`src/rtl/riscv_ctrl_pkg.sv`:
```
// Shared encodings and control-bundle types for the RISC-V pipeline controller.
package riscv_ctrl_pkg;

  localparam int ALUCTL_W = 3;

  localparam logic [6:0] OP_LW   = 7'b0000011;
  localparam logic [6:0] OP_SW   = 7'b0100011;
  localparam logic [6:0] OP_RTYP = 7'b0110011;
  localparam logic [6:0] OP_IALU = 7'b0010011;
  localparam logic [6:0] OP_BEQ  = 7'b1100011;
  localparam logic [6:0] OP_JAL  = 7'b1101111;

  typedef enum logic [2:0] {
    ALU_ADD = 3'b000,
    ALU_SUB = 3'b001,
    ALU_AND = 3'b010,
    ALU_OR  = 3'b011,
    ALU_SLT = 3'b101
  } aluCtl_e;

  typedef enum logic [1:0] {
    IMM_I = 2'b00,
    IMM_S = 2'b01,
    IMM_B = 2'b10,
    IMM_J = 2'b11
  } immSrc_e;

  typedef enum logic [1:0] {
    RES_ALU  = 2'b00,
    RES_MEM  = 2'b01,
    RES_PC4  = 2'b10,
    RES_RSVD = 2'b11
  } resultSrc_e;

  typedef enum logic [1:0] {
    FWD_RF = 2'b00,
    FWD_W  = 2'b01,
    FWD_M  = 2'b10
  } forward_e;

  // Everything an instruction needs once it has left decode.
  typedef struct packed {
    logic       regWrite;
    resultSrc_e resultSrc;
    logic       memWrite;
    logic       jump;
    logic       branch;
    aluCtl_e    aluCtl;
    logic       aluSrc;
  } ctrlE_t;

  typedef struct packed {
    logic       regWrite;
    resultSrc_e resultSrc;
    logic       memWrite;
  } ctrlM_t;

  typedef struct packed {
    logic       regWrite;
    resultSrc_e resultSrc;
  } ctrlW_t;

  // funct3/funct7 to ALU operation for R-type and I-type ALU instructions.
  // Only R-type can select subtract; addi with bit 30 set is still add.
  function automatic aluCtl_e aluDecode(input logic [2:0] funct3,
                                        input logic       funct7b5,
                                        input logic       isRType);
    aluCtl_e sel;
    case (funct3)
      3'b000:  sel = (isRType && funct7b5) ? ALU_SUB : ALU_ADD;
      3'b010:  sel = ALU_SLT;
      3'b110:  sel = ALU_OR;
      3'b111:  sel = ALU_AND;
      default: sel = ALU_ADD;
    endcase
    return sel;
  endfunction

endpackage

```
`src/rtl/pipeline_ctrl_if.sv`:
```
// Datapath <-> controller signal bundle. The datapath is the master: it
// supplies the instruction, zero flag and pipelined register indices and
// consumes the controls and hazard signals.
interface pipeline_ctrl_if #(
  parameter int ALUCTL_W = riscv_ctrl_pkg::ALUCTL_W
);
  logic [31:0]         InstrD;
  logic                ZeroE;
  logic [4:0]          Rs1D, Rs2D, Rs1E, Rs2E, RdE, RdM, RdW;
  logic [1:0]          ImmSrcD;
  logic                ALUSrcE;
  logic [ALUCTL_W-1:0] ALUControlE;
  logic                PCSrcE;
  logic                MemWriteM;
  logic                RegWriteW;
  logic [1:0]          ResultSrcW;
  logic                StallF, StallD, FlushD, FlushE;
  logic [1:0]          ForwardAE, ForwardBE;

  modport master (
    output InstrD, ZeroE, Rs1D, Rs2D, Rs1E, Rs2E, RdE, RdM, RdW,
    input  ImmSrcD, ALUSrcE, ALUControlE, PCSrcE, MemWriteM, RegWriteW,
           ResultSrcW, StallF, StallD, FlushD, FlushE, ForwardAE, ForwardBE
  );

  modport slave (
    input  InstrD, ZeroE, Rs1D, Rs2D, Rs1E, Rs2E, RdE, RdM, RdW,
    output ImmSrcD, ALUSrcE, ALUControlE, PCSrcE, MemWriteM, RegWriteW,
           ResultSrcW, StallF, StallD, FlushD, FlushE, ForwardAE, ForwardBE
  );
endinterface

```
`src/rtl/hazard_unit.sv`:
```
// Combinational forwarding selection and load-use stall / control-hazard
// flush generation. Register x0 never forwards and never stalls.
module hazard_unit
  import riscv_ctrl_pkg::*;
(
  input  logic [4:0]  Rs1D,
  input  logic [4:0]  Rs2D,
  input  logic [4:0]  Rs1E,
  input  logic [4:0]  Rs2E,
  input  logic [4:0]  RdE,
  input  logic [4:0]  RdM,
  input  logic [4:0]  RdW,
  input  resultSrc_e  ResultSrcE,
  input  logic        RegWriteM,
  input  logic        RegWriteW,
  input  logic        PCSrcE,
  output logic        StallF,
  output logic        StallD,
  output logic        FlushD,
  output logic        FlushE,
  output logic [1:0]  ForwardAE,
  output logic [1:0]  ForwardBE
);

  logic lwStall;

  // Memory stage is younger than writeback, so it wins when both match.
  function automatic forward_e fwdSel(input logic [4:0] rs,
                                      input logic [4:0] rdM,
                                      input logic       regWriteM,
                                      input logic [4:0] rdW,
                                      input logic       regWriteW);
    forward_e sel;
    if (regWriteM && (rdM != 5'd0) && (rdM == rs))
      sel = FWD_M;
    else if (regWriteW && (rdW != 5'd0) && (rdW == rs))
      sel = FWD_W;
    else
      sel = FWD_RF;
    return sel;
  endfunction

  // Operand source selection for both ALU inputs.
  always_comb begin
    ForwardAE = fwdSel(Rs1E, RdM, RegWriteM, RdW, RegWriteW);
    ForwardBE = fwdSel(Rs2E, RdM, RegWriteM, RdW, RegWriteW);
  end

  // A load in E whose destination is read by D must hold F/D and bubble E.
  // A taken branch/jump cannot coexist with a load in E, so no priority.
  always_comb begin
    lwStall = (ResultSrcE == RES_MEM) && (RdE != 5'd0) &&
              ((Rs1D == RdE) || (Rs2D == RdE));
    StallF  = lwStall;
    StallD  = lwStall;
    FlushD  = PCSrcE;
    FlushE  = lwStall | PCSrcE;
  end

endmodule

```
`src/rtl/pipeline_ctrl.sv`:
```
// Main decoder plus the E/M/W control pipeline for a five-stage RISC-V core.
// Forwarding and stall logic lives in hazard_unit.
module pipeline_ctrl #(
  parameter int ALUCTL_W = riscv_ctrl_pkg::ALUCTL_W
) (
  input  logic           clk,
  input  logic           reset,
  pipeline_ctrl_if.slave bus
);
  import riscv_ctrl_pkg::*;

  logic [6:0] opD;
  logic [2:0] funct3D;
  logic       funct7b5D;
  ctrlE_t     decD;
  immSrc_e    immSrcD;
  ctrlE_t     ctrlE_p0;
  ctrlM_t     ctrlM_p1;
  ctrlW_t     ctrlW_p2;
  logic       pcSrcE;

  assign opD       = bus.InstrD[6:0];
  assign funct3D   = bus.InstrD[14:12];
  assign funct7b5D = bus.InstrD[30];

  // Decode: unknown opcodes fall through to an all-zero bubble.
  always_comb begin
    decD    = '0;
    immSrcD = IMM_I;
    case (opD)
      OP_LW: begin
        decD.regWrite  = 1'b1;
        decD.resultSrc = RES_MEM;
        decD.aluSrc    = 1'b1;
      end
      OP_SW: begin
        decD.memWrite = 1'b1;
        decD.aluSrc   = 1'b1;
        immSrcD       = IMM_S;
      end
      OP_RTYP: begin
        decD.regWrite = 1'b1;
        decD.aluCtl   = aluDecode(funct3D, funct7b5D, 1'b1);
      end
      OP_IALU: begin
        decD.regWrite = 1'b1;
        decD.aluSrc   = 1'b1;
        decD.aluCtl   = aluDecode(funct3D, funct7b5D, 1'b0);
      end
      OP_BEQ: begin
        decD.branch = 1'b1;
        decD.aluCtl = ALU_SUB;
        immSrcD     = IMM_B;
      end
      OP_JAL: begin
        decD.regWrite  = 1'b1;
        decD.jump      = 1'b1;
        decD.resultSrc = RES_PC4;
        immSrcD        = IMM_J;
      end
      default: ;
    endcase
  end

  // D -> E: a flush (load-use bubble or taken branch/jump) loads a bubble.
  always_ff @(posedge clk) begin
    if (reset || bus.FlushE)
      ctrlE_p0 <= '0;
    else
      ctrlE_p0 <= decD;
  end

  // E -> M: never stalled or flushed.
  always_ff @(posedge clk) begin
    if (reset)
      ctrlM_p1 <= '0;
    else
      ctrlM_p1 <= '{regWrite:  ctrlE_p0.regWrite,
                    resultSrc: ctrlE_p0.resultSrc,
                    memWrite:  ctrlE_p0.memWrite};
  end

  // M -> W: never stalled or flushed.
  always_ff @(posedge clk) begin
    if (reset)
      ctrlW_p2 <= '0;
    else
      ctrlW_p2 <= '{regWrite:  ctrlM_p1.regWrite,
                    resultSrc: ctrlM_p1.resultSrc};
  end

  assign pcSrcE = ctrlE_p0.jump | (ctrlE_p0.branch & bus.ZeroE);

  assign bus.ImmSrcD     = immSrcD;
  assign bus.ALUSrcE     = ctrlE_p0.aluSrc;
  assign bus.ALUControlE = ALUCTL_W'(ctrlE_p0.aluCtl);
  assign bus.PCSrcE      = pcSrcE;
  assign bus.MemWriteM   = ctrlM_p1.memWrite;
  assign bus.RegWriteW   = ctrlW_p2.regWrite;
  assign bus.ResultSrcW  = ctrlW_p2.resultSrc;

  hazard_unit uHazard (
    .Rs1D       (bus.Rs1D),
    .Rs2D       (bus.Rs2D),
    .Rs1E       (bus.Rs1E),
    .Rs2E       (bus.Rs2E),
    .RdE        (bus.RdE),
    .RdM        (bus.RdM),
    .RdW        (bus.RdW),
    .ResultSrcE (ctrlE_p0.resultSrc),
    .RegWriteM  (ctrlM_p1.regWrite),
    .RegWriteW  (ctrlW_p2.regWrite),
    .PCSrcE     (pcSrcE),
    .StallF     (bus.StallF),
    .StallD     (bus.StallD),
    .FlushD     (bus.FlushD),
    .FlushE     (bus.FlushE),
    .ForwardAE  (bus.ForwardAE),
    .ForwardBE  (bus.ForwardBE)
  );

endmodule

```
`src/flat_wrapper.sv`:
```
// flat-port wrapper written by rule: the top's interface ports become plain ports
module pipeline_ctrl_flat import riscv_ctrl_pkg::*;
#(
  parameter int ALUCTL_W = riscv_ctrl_pkg::ALUCTL_W
)
  (clk, reset, bus_InstrD, bus_ZeroE, bus_Rs1D, bus_Rs2D, bus_Rs1E, bus_Rs2E, bus_RdE, bus_RdM, bus_RdW, bus_ImmSrcD, bus_ALUSrcE, bus_ALUControlE, bus_PCSrcE, bus_MemWriteM, bus_RegWriteW, bus_ResultSrcW, bus_StallF, bus_StallD, bus_FlushD, bus_FlushE, bus_ForwardAE, bus_ForwardBE);
  pipeline_ctrl_if #(.ALUCTL_W(ALUCTL_W)) bus_i ();
  input  logic clk;
  input  logic reset;
  input wire logic [$bits(bus_i.InstrD)-1:0] bus_InstrD;
  input wire logic [$bits(bus_i.ZeroE)-1:0] bus_ZeroE;
  input wire logic [$bits(bus_i.Rs1D)-1:0] bus_Rs1D;
  input wire logic [$bits(bus_i.Rs2D)-1:0] bus_Rs2D;
  input wire logic [$bits(bus_i.Rs1E)-1:0] bus_Rs1E;
  input wire logic [$bits(bus_i.Rs2E)-1:0] bus_Rs2E;
  input wire logic [$bits(bus_i.RdE)-1:0] bus_RdE;
  input wire logic [$bits(bus_i.RdM)-1:0] bus_RdM;
  input wire logic [$bits(bus_i.RdW)-1:0] bus_RdW;
  output wire logic [$bits(bus_i.ImmSrcD)-1:0] bus_ImmSrcD;
  output wire logic [$bits(bus_i.ALUSrcE)-1:0] bus_ALUSrcE;
  output wire logic [$bits(bus_i.ALUControlE)-1:0] bus_ALUControlE;
  output wire logic [$bits(bus_i.PCSrcE)-1:0] bus_PCSrcE;
  output wire logic [$bits(bus_i.MemWriteM)-1:0] bus_MemWriteM;
  output wire logic [$bits(bus_i.RegWriteW)-1:0] bus_RegWriteW;
  output wire logic [$bits(bus_i.ResultSrcW)-1:0] bus_ResultSrcW;
  output wire logic [$bits(bus_i.StallF)-1:0] bus_StallF;
  output wire logic [$bits(bus_i.StallD)-1:0] bus_StallD;
  output wire logic [$bits(bus_i.FlushD)-1:0] bus_FlushD;
  output wire logic [$bits(bus_i.FlushE)-1:0] bus_FlushE;
  output wire logic [$bits(bus_i.ForwardAE)-1:0] bus_ForwardAE;
  output wire logic [$bits(bus_i.ForwardBE)-1:0] bus_ForwardBE;
  assign bus_i.InstrD = bus_InstrD;
  assign bus_i.ZeroE = bus_ZeroE;
  assign bus_i.Rs1D = bus_Rs1D;
  assign bus_i.Rs2D = bus_Rs2D;
  assign bus_i.Rs1E = bus_Rs1E;
  assign bus_i.Rs2E = bus_Rs2E;
  assign bus_i.RdE = bus_RdE;
  assign bus_i.RdM = bus_RdM;
  assign bus_i.RdW = bus_RdW;
  assign bus_ImmSrcD = bus_i.ImmSrcD;
  assign bus_ALUSrcE = bus_i.ALUSrcE;
  assign bus_ALUControlE = bus_i.ALUControlE;
  assign bus_PCSrcE = bus_i.PCSrcE;
  assign bus_MemWriteM = bus_i.MemWriteM;
  assign bus_RegWriteW = bus_i.RegWriteW;
  assign bus_ResultSrcW = bus_i.ResultSrcW;
  assign bus_StallF = bus_i.StallF;
  assign bus_StallD = bus_i.StallD;
  assign bus_FlushD = bus_i.FlushD;
  assign bus_FlushE = bus_i.FlushE;
  assign bus_ForwardAE = bus_i.ForwardAE;
  assign bus_ForwardBE = bus_i.ForwardBE;
  pipeline_ctrl #(.ALUCTL_W(ALUCTL_W)) u_core (.clk(clk), .reset(reset), .bus(bus_i));
endmodule
```
`config.mk`:
```
export PLATFORM = sky130hd
export DESIGN_NAME = pipeline_ctrl_flat
export DESIGN_NICKNAME = d
export VERILOG_FILES = /design/src/rtl/riscv_ctrl_pkg.sv /design/src/rtl/pipeline_ctrl_if.sv /design/src/rtl/hazard_unit.sv /design/src/rtl/pipeline_ctrl.sv /design/src/flat_wrapper.sv
export SDC_FILE = /design/constraint.sdc
export NUM_CORES = 1
export LEC_CHECK = 0
export BUFFER_PORTS_ARGS = -buffer_cell sky130_fd_sc_hd__buf_2
export CORE_ASPECT_RATIO = 2
export CORE_UTILIZATION = 34
export CTS_CLUSTER_DIAMETER = 150
export DETAILED_ROUTE_END_ITERATION = 7
export PLACE_DENSITY = 0.8
export SLEW_MARGIN = 20
export SYNTH_ARGS = -nofsm -noshare
export SYNTH_HDL_FRONTEND = slang
export SYNTH_SLANG_ARGS = --single-unit
export TNS_END_PERCENT = 20
```
`constraint.sdc`:
```
create_clock -name clk -period 1.7 [get_ports clk]
set_input_delay 0.34 -clock clk [delete_from_list [all_inputs] [get_ports clk]]
set_output_delay 0.34 -clock clk [all_outputs]
set_load 0.01 [all_outputs]
```
==> out/summary.json, run 1 <==
{
  "route": {
    "vias_per_cell": 5.02,
    "wirelength_mm": 2.81,
    "wl_per_cell_um": 12.2,
    "num_vias": 1159,
    "drcViolationCount": 0,
    "postRouteAntennaNets": 0,
    "firstDrtPassIters": 4,
    "drt_iter0_markers": 5
  },
  "clock_network": {
    "clock_tree_from_tritoncts": "done",
    "htree_num_levels": 1,
    "clk_pin_slew_ns": 0.06,
    "cts_buffers": 3,
    "cts-hold-fix-buffers": 0,
    "clk_root_buffer_cell": "clkbuf_8",
    "clock_path_buffers": 2,
    "clock_insertion_delay_at_the_later_pin_of_the_skew_report_ns": 0.24,
    "clock-sinks": 16
  },
  "hold_path": {
    "worstHoldStart": "bus_InstrD[13]",
    "worst_hold_path_type": "primary input to flop",
    "hold_path_depth": 3,
    "worst_hold_path.endpoint": "u_core.bus.ALUControlE[2]$_SDFF_PP0_"
  },
  "cells_and_area": {
    "regArea_um2": 322,
    "final_cell_mix": "buf_2 (67), buf_4 (19), xnor2_1 (16)",
    "multi_input_comb_area_um2": 719,
    "final_nets": 272,
    "postLayoutCellArea_um2": 1620,
    "syn_to_final_growth_pct": 54.8,
    "drive_above_1_share": 0.522,
    "final_core_utilization": 0.551,
    "final_cells": 231,
    "layout.cells.most_common": "buf_2",
    "fillCellCount": 274,
    "num_antenna_cells": 0
  },
  "synthesis": {
    "synth.net_count": 187,
    "synth_area_per_cell_um2": 8.96,
    "ys_seq_area_frac": 0.305,
    "syn-instance-count": 117,
    "synth.ff_latch_count": 16,
    "ys_dominant_reg_cell": "dfxtp_1",
    "synthArstFlopShare": 0,
    "synth-edff-count": 0,
    "post_synth_num_cell_types": 31,
    "synth-warning-count": 0,
    "syn-cell-area_um2": 1050
  },
  "global_routing": {
    "grt.overflow.total": 0,
    "antenna_found_initial": 0,
    "grt_use_met1": 0.120,
    "via_count_of_the_first_global_routing_pass": 1063,
    "globalRouteMet3Util": 0.0276,
    "grtUsageMet2": 0.395,
    "grt_use_total": 0.178,
    "globalRoute.busiestLayer": "met2",
    "grt_max_degree": 10,
    "grt_first_pass_wirelength_mm": 4.06
  },
  "timing": {
    "fin_crit_ns": 1.92,
    "finalSetupViolCount": 7,
    "slew_headroom": 0.678,
    "maxSlewViolCount": 0,
    "tns_ns": -0.828,
    "setup_slack_ns": -0.218,
    "timing.clock.skew_ns": 0.00305,
    "share_of_the_cycle_needed_by_the_critical_path_after_routing": 1.13,
    "setup_repair_after_global_routing_missed_its_margin": "yes",
    "report.final.hold_viol_count": 0,
    "max_clock_freq_ghz": 0.521,
    "transition_time_at_the_pin_with_the_least_slew_margin_ns": 0.482
  },
  "worst_setup_path": {
    "regToRegStartpoint": "u_core.ctrlE_p0[4]$_SDFF_PP0_",
    "cp_slowest_cell": "or4_1",
    "timing.reg2reg.worst_path_depth": 5,
    "crit_path_max_incr_delay_ns": 0.51,
    "start_kind": "primary input",
    "timing.setup.critical_path_class": "primary input to output pin",
    "crit_chain": "buf_2, or4_1, o21ai_2, or4_1, nor4_2, buf_2",
    "timing.critical_path.fanout_max": 3,
    "endpoint_kind": "output pin",
    "required_ns": 1.36,
    "worst_ep_arrival_time_ns": 1.58,
    "timing.rr.end": "u_core.bus.ALUControlE[1]$_SDFF_PP0_",
    "flop2flop_setup_slack_ns": 0.46
  },
  "die": {
    "io_pins": 89,
    "die-area_um2": 3320,
    "core_area_um2": 2940,
    "die-height_um": 80.5,
    "rows": 28,
    "die_x_um": 41.3,
    "floorplan.initialDensity": 0.356
  },
  "placement": {
    "placement.cell_area_um2": 1520,
    "numPlacedInstances": 227,
    "routabilityCongestion": 0.724,
    "port_buffers": 67,
    "place_hpwl_mm": 2.38
  },
  "outcome": {
    "run_status": "finished with violations",
    "failed_checks": "negative setup slack"
  },
  "power": {
    "power.ir.vdd_worst_mv": 0.412,
    "p_per_area_nw_per_um2": 571,
    "cellLeakagePower_nw": 0.775,
    "power.total_mw": 0.926
  },
  "job": {
    "cap_violations": 0
  }
}
[cells in the mapped netlist, types with 2 or more instances]
cell type,n,area share
dfxtp_1,16,0.31
a21o_1,2,0.014
nor2_1,4,0.014
xor2_1,14,0.12
nor4_2,2,0.024
nor3_1,2,0.0095
o21ai_1,2,0.0095
nor2b_1,8,0.048
nand4_1,2,0.012
nor3b_1,2,0.014
or4_1,5,0.036
nand3_1,5,0.024
a21oi_1,8,0.038
nand2_1,7,0.025
xnor2_1,16,0.13
nor4_1,2,0.012
and2_1,2,0.012
buf_4,5,0.036
[sequential cells by signal, summed over array words and instances, names as in the netlist]
signal	flops
u_core.ctrlE_p0	5
u_core.bus.ALUControlE	3
u_core.ctrlM_p1	3
u_core.bus.ResultSrcW	2
u_core.bus.ALUSrcE	1
u_core.bus.MemWriteM	1
u_core.bus.RegWriteW	1
[area by class of cell]
class / count / share of cell area
multi-input cells: 94 / 0.443
repair buffers: 87 / 0.301
flip-flops and latches: 16 / 0.198
clock buffers: 4 / 0.0339
well taps: 30 / 0.0231
[critical path: cells and delay by family]
family,cells,cell delay [ns]
AOI/OAI and AO/OA,1,0.06
buffers and inverters,2,0.28
and+or+nand+nor,3,0.90
[timing repair]
item,4_1_cts,5_1_grt
resized for setup,10,0
setup buffers,0,0
setup endpoints to repair,7,7
pin swaps,3,0
[power breakdown]
group / leakage (nW) / internal, mW / switching, mW
clock: 0.0288 / 0.205 / 0.117
combinational: 0.617 / 0.121 / 0.106
sequential: 0.129 / 0.376 / 0.000550
[cells by family (layout without fill, tap and decap cells)]
logic type,count (synthesis),after routing,share of synthesized area
and+or+nand+nor,45,45,0.267
AOI/OAI and AO/OA,18,18,0.116
DFF,16,16,0.305
xor gates and xnor gates,30,30,0.251
muxes,1,1,0.00955
buffers and inverters,7,91,0.0513
[per-stage QoR]
stage / setup WS [ns] / hold slack (ns)
after detailed placement: -0.269 / 0.427
after global placement: -0.256 / 0.419
final: -0.218 / 0.356
after CTS: -0.221 / 0.350
after floorplan: -0.0762 / 0.412
after global routing: -0.316 / 0.368
[worst max path at each step]
stage / startpoint / end / slack, ns
floorplan: bus_RdE[1] / bus_StallF / -0.08
global placement: bus_RdW[1] / bus_ForwardBE[0] / -0.26
detailed placement: bus_RdW[1] / bus_ForwardBE[0] / -0.27
CTS: bus_RdW[1] / bus_ForwardBE[0] / -0.22
global route: bus_RdM[0] / bus_ForwardBE[0] / -0.32
finish: bus_RdW[4] / bus_ForwardAE[0] / -0.22
[per-layer routing]
layer  wire, um  vias to the layer above  part of all wire
met1        822                      516              0.29
met2       1750                       63              0.62
met4          4                        0            0.0014
li1           -                      578                 -
met5          0                        -                 0
met3        233                        2             0.083
No activity file was read; power rests on OpenSTA's default activity.
==> inputs of run 2 (changes only) <==
- ABC_AREA: default -> 1
- CORE_UTILIZATION: 34 -> 35
==> out/summary.json, run 2 <==
{
  "synthesis": {
    "synth_area_per_cell": {"value": 6.26, "unit": "um^2", "change": "-30%"},
    "synth-warning-count": {"value": 0, "change": "unchanged"},
    "synth-edff-count": {"value": 0, "change": "unchanged"},
    "ys_dominant_reg_cell": "dfxtp_1",
    "syn-instance-count": {"value": 181, "change": "+55%"},
    "ys_seq_area_frac": {"value": 0.283, "change": "-0.0229"},
    "synthArstFlopShare": {"value": 0, "change": "unchanged"},
    "synth_area_leader_cell": "dfxtp_1",
    "synth.top_cells.by_area": "dfxtp_1 (28%), nand2_1 (13%), inv_1 (12%)",
    "post_synth_num_cell_types": {"value": 19, "change": "-39%"},
    "synth_top_area_frac": {"value": 0.283, "change": "-0.0229"},
    "synth.ff_latch_count": {"value": 16, "change": "unchanged"},
    "syn-cell-area": {"value": 1130, "unit": "um^2", "change": "+8.1%"},
    "synth.cells.most_frequent": "nand2_1 (39), inv_1 (36), nor2_1 (35), dfxtp_1 (16), xnor2_1 (12)",
    "synth.most_common_cell": "nand2_1",
    "synth.net_count": {"value": 251, "change": "+34%"}
  },
  "worst_setup_path": {
    "endpoint_kind": "output pin",
    "required": {"value": 1.36, "unit": "ns", "change": "about the same"},
    "start_kind": "primary input",
    "timing.setup.critical_path_class": "primary input to output pin",
    "timing.critical_path.fanout_max": {"value": 3, "change": "unchanged"},
    "worst_ep_arrival_time": {"value": 1.24, "unit": "ns", "change": "-0.34 ns"}
  },
  "route": {
    "drcViolationCount": {"value": 0, "change": "unchanged"},
    "firstDrtPassIters": {"value": 4, "change": "unchanged"},
    "postRouteAntennaNets": {"value": 0, "change": "unchanged"},
    "wirelength": {"value": 2.76, "unit": "mm", "change": "-1.8%"},
    "drt_iter0_markers": {"value": 14, "change": "+9"},
    "wl_per_cell": {"value": 10.0, "unit": "um", "change": "-18%"},
    "num_vias": {"value": 1260, "change": "+8.7%"},
    "vias_per_cell": {"value": 4.57, "change": "-9.0%"}
  },
  "timing": {
    "transition_time_at_the_pin_with_the_least_slew_margin": {"value": 0.346, "unit": "ns", "change": "-0.136 ns"},
    "setup_repair_after_global_routing_missed_its_margin": "no",
    "max_clock_freq": {"value": 0.634, "unit": "GHz", "change": "+22%"},
    "final.hold.worst_slack": {"value": 0.358, "unit": "ns", "change": "+0.00158 ns"},
    "tns": {"value": 0, "unit": "ns", "change": "+0.828 ns"},
    "timing.clock.skew": {"value": 0.00168, "unit": "ns", "change": "-0.00137 ns"},
    "finalSetupViolCount": {"value": 0, "change": "-7"},
    "maxSlewViolCount": {"value": 0, "change": "unchanged"},
    "share_of_the_cycle_needed_by_the_critical_path_after_routing": {"value": 0.928, "change": "-0.200"},
    "report.final.hold_viol_count": {"value": 0, "change": "unchanged"},
    "slew_headroom": {"value": 0.769, "change": "+0.0913"},
    "fin_crit": {"value": 1.58, "unit": "ns", "change": "-0.341 ns"}
  },
  "placement": {
    "port_buffers": {"value": 67, "change": "unchanged"},
    "routabilityCongestion": {"value": 0.776, "change": "+7.3%"},
    "place_hpwl": {"value": 2.46, "unit": "mm", "change": "+3.2%"},
    "placement.cell_area": {"value": 1470, "unit": "um^2", "change": "-3.1%"}
  },
  "die": {
    "die-area": {"value": 3480, "unit": "um^2", "change": "+4.8%"},
    "io_pins": {"value": 89, "change": "unchanged"},
    "die-height": {"value": 82.5, "unit": "um", "change": "+2.4%"},
    "floorplan.initialDensity": {"value": 0.376, "change": "+0.0200"},
    "rows": {"value": 28, "change": "unchanged"},
    "core_area": {"value": 3010, "unit": "um^2", "change": "+2.4%"},
    "die_x": {"value": 42.2, "unit": "um", "change": "+2.4%"}
  },
  "cells_and_area": {
    "num_antenna_cells": {"value": 0, "change": "unchanged"},
    "final_nets": {"value": 318, "change": "+17%"},
    "syn_to_final_growth_pct": 34.3,
    "largest_register": "u_core.ctrlE_p0",
    "postLayoutCellArea": {"value": 1520, "unit": "um^2", "change": "-6.2%"},
    "drive_above_1_share": {"value": 0.309, "change": "-0.213"},
    "fillCellCount": {"value": 318, "change": "+16%"},
    "final_cell_mix": "buf_2 (67), nand2_1 (39), inv_1 (36)",
    "regArea": {"value": 320, "unit": "um^2", "change": "-0.39%"},
    "layout.cells.most_common": "buf_2",
    "multi_input_comb_area": {"value": 646, "unit": "um^2", "change": "-10%"},
    "largest_register_ffs": {"value": 5, "change": "unchanged"}
  },
  "clock_network": {
    "htree_num_levels": {"value": 1, "change": "unchanged"},
    "cts_buffers": {"value": 3, "change": "unchanged"},
    "cts-hold-fix-buffers": {"value": 0, "change": "unchanged"},
    "clock_insertion_delay_at_the_later_pin_of_the_skew_report": {"value": 0.24, "unit": "ns", "change": "about the same"},
    "clock-sinks": {"value": 16, "change": "unchanged"},
    "gates_resized_cts_repair": {"value": 0, "change": "-10"},
    "clock_path_buffers": {"value": 2, "change": "unchanged"},
    "clock_tree_from_tritoncts": "done",
    "clk_root_buffer_cell": "clkbuf_8",
    "clk_pin_slew": {"value": 0.06, "unit": "ns", "change": "about the same"},
    "setup_buffers_after_cts": {"value": 0, "change": "unchanged"}
  },
  "global_routing": {
    "grt.overflow.total": {"value": 0, "change": "unchanged"},
    "via_count_of_the_first_global_routing_pass": {"value": 1188, "change": "+12%"},
    "grt_max_degree": {"value": 10, "change": "unchanged"},
    "antenna_found_initial": {"value": 0, "change": "unchanged"},
    "grt_use_total": {"value": 0.170, "change": "-0.00784"},
    "grt_first_pass_wirelength": {"value": 4.57, "unit": "mm", "change": "+13%"}
  },
  "power": {
    "power.ir.vdd_worst": {"value": 0.391, "unit": "mV", "change": "-5.2%"},
    "cellLeakagePower": {"value": 0.907, "unit": "nW", "change": "+17%"},
    "power.total": {"value": 0.844, "unit": "mW", "change": "-8.8%"},
    "p_per_area": {"value": 555, "unit": "nW/um^2", "change": "-2.8%"}
  },
  "hold_path": {
    "worst_hold_path_type": "primary input to flop"
  },
  "outcome": {
    "run_status": "completed"
  },
  "job": {
    "cap_violations": {"value": 0, "change": "unchanged"}
  }
}
-- run 2: kinds of logic after synthesis --
logic type	synth area share
buffers and inverters	0.156
xor gates and xnor gates	0.155
and+or+nand+nor	0.390
DFF	0.283
AOI/OAI and AO/OA	0.0177
-- run 2: path summary, 6_finish.rpt --
kind                                  from                                   to  slack, ns  cells past startpoint
max                             bus_RdM[3]                     bus_ForwardBE[0]       0.12                      6
min reg2reg  u_core.ctrlE_p0[9]$_SDFF_PP0_        u_core.ctrlM_p1[3]$_SDFF_PP0_       0.40                      2
min                                  reset  u_core.bus.ResultSrcW[1]$_SDFF_PP0_       0.36                      2
max reg2reg  u_core.ctrlE_p0[4]$_SDFF_PP0_        u_core.ctrlE_p0[7]$_SDFF_PP0_       0.75                      3
-- run 2: metal layers --
layer	vias up	global-route usage	wire length, um	share of wire
met4	0	0.0719	61	0.022
met1	534	0.147	845	0.31
li1	670	-	-	-
met2	50	0.366	1690	0.61
met5	-	0	0	0
met3	6	0.0217	166	0.060
-- run 2: per-stage QoR --
stage	worst slack [ns]	cells	utilization
after floorplan	0.168	181	-
after global placement	0.121	273	0.489
after detailed placement	0.121	273	0.489
after CTS	0.123	276	0.502
after global routing	0.0102	276	0.505
final	0.123	276	0.505
-- run 2: worst max-delay path, stage by stage --
cell and delay, ns:
buf_2 0.12, xnor2_1 0.16, nand2_1 0.08, nor4_1 0.33, nor2_1 0.07, buf_2 0.14
-- run 2: where the power goes --
part | switching, mW | internal [mW]
Clock | 0.111 | 0.156
Sequential | 0.000394 | 0.376
Combinational | 0.107 | 0.0924
-- run 2: layout make-up --
class                           instances  share of cell area
Multi-Input combinational cell        123               0.424
Sequential cell                        16               0.210
Clock buffer                            3              0.0271
Tap cell                               30              0.0247
Inverter                               36              0.0887
Timing Repair Buffer                   68               0.225
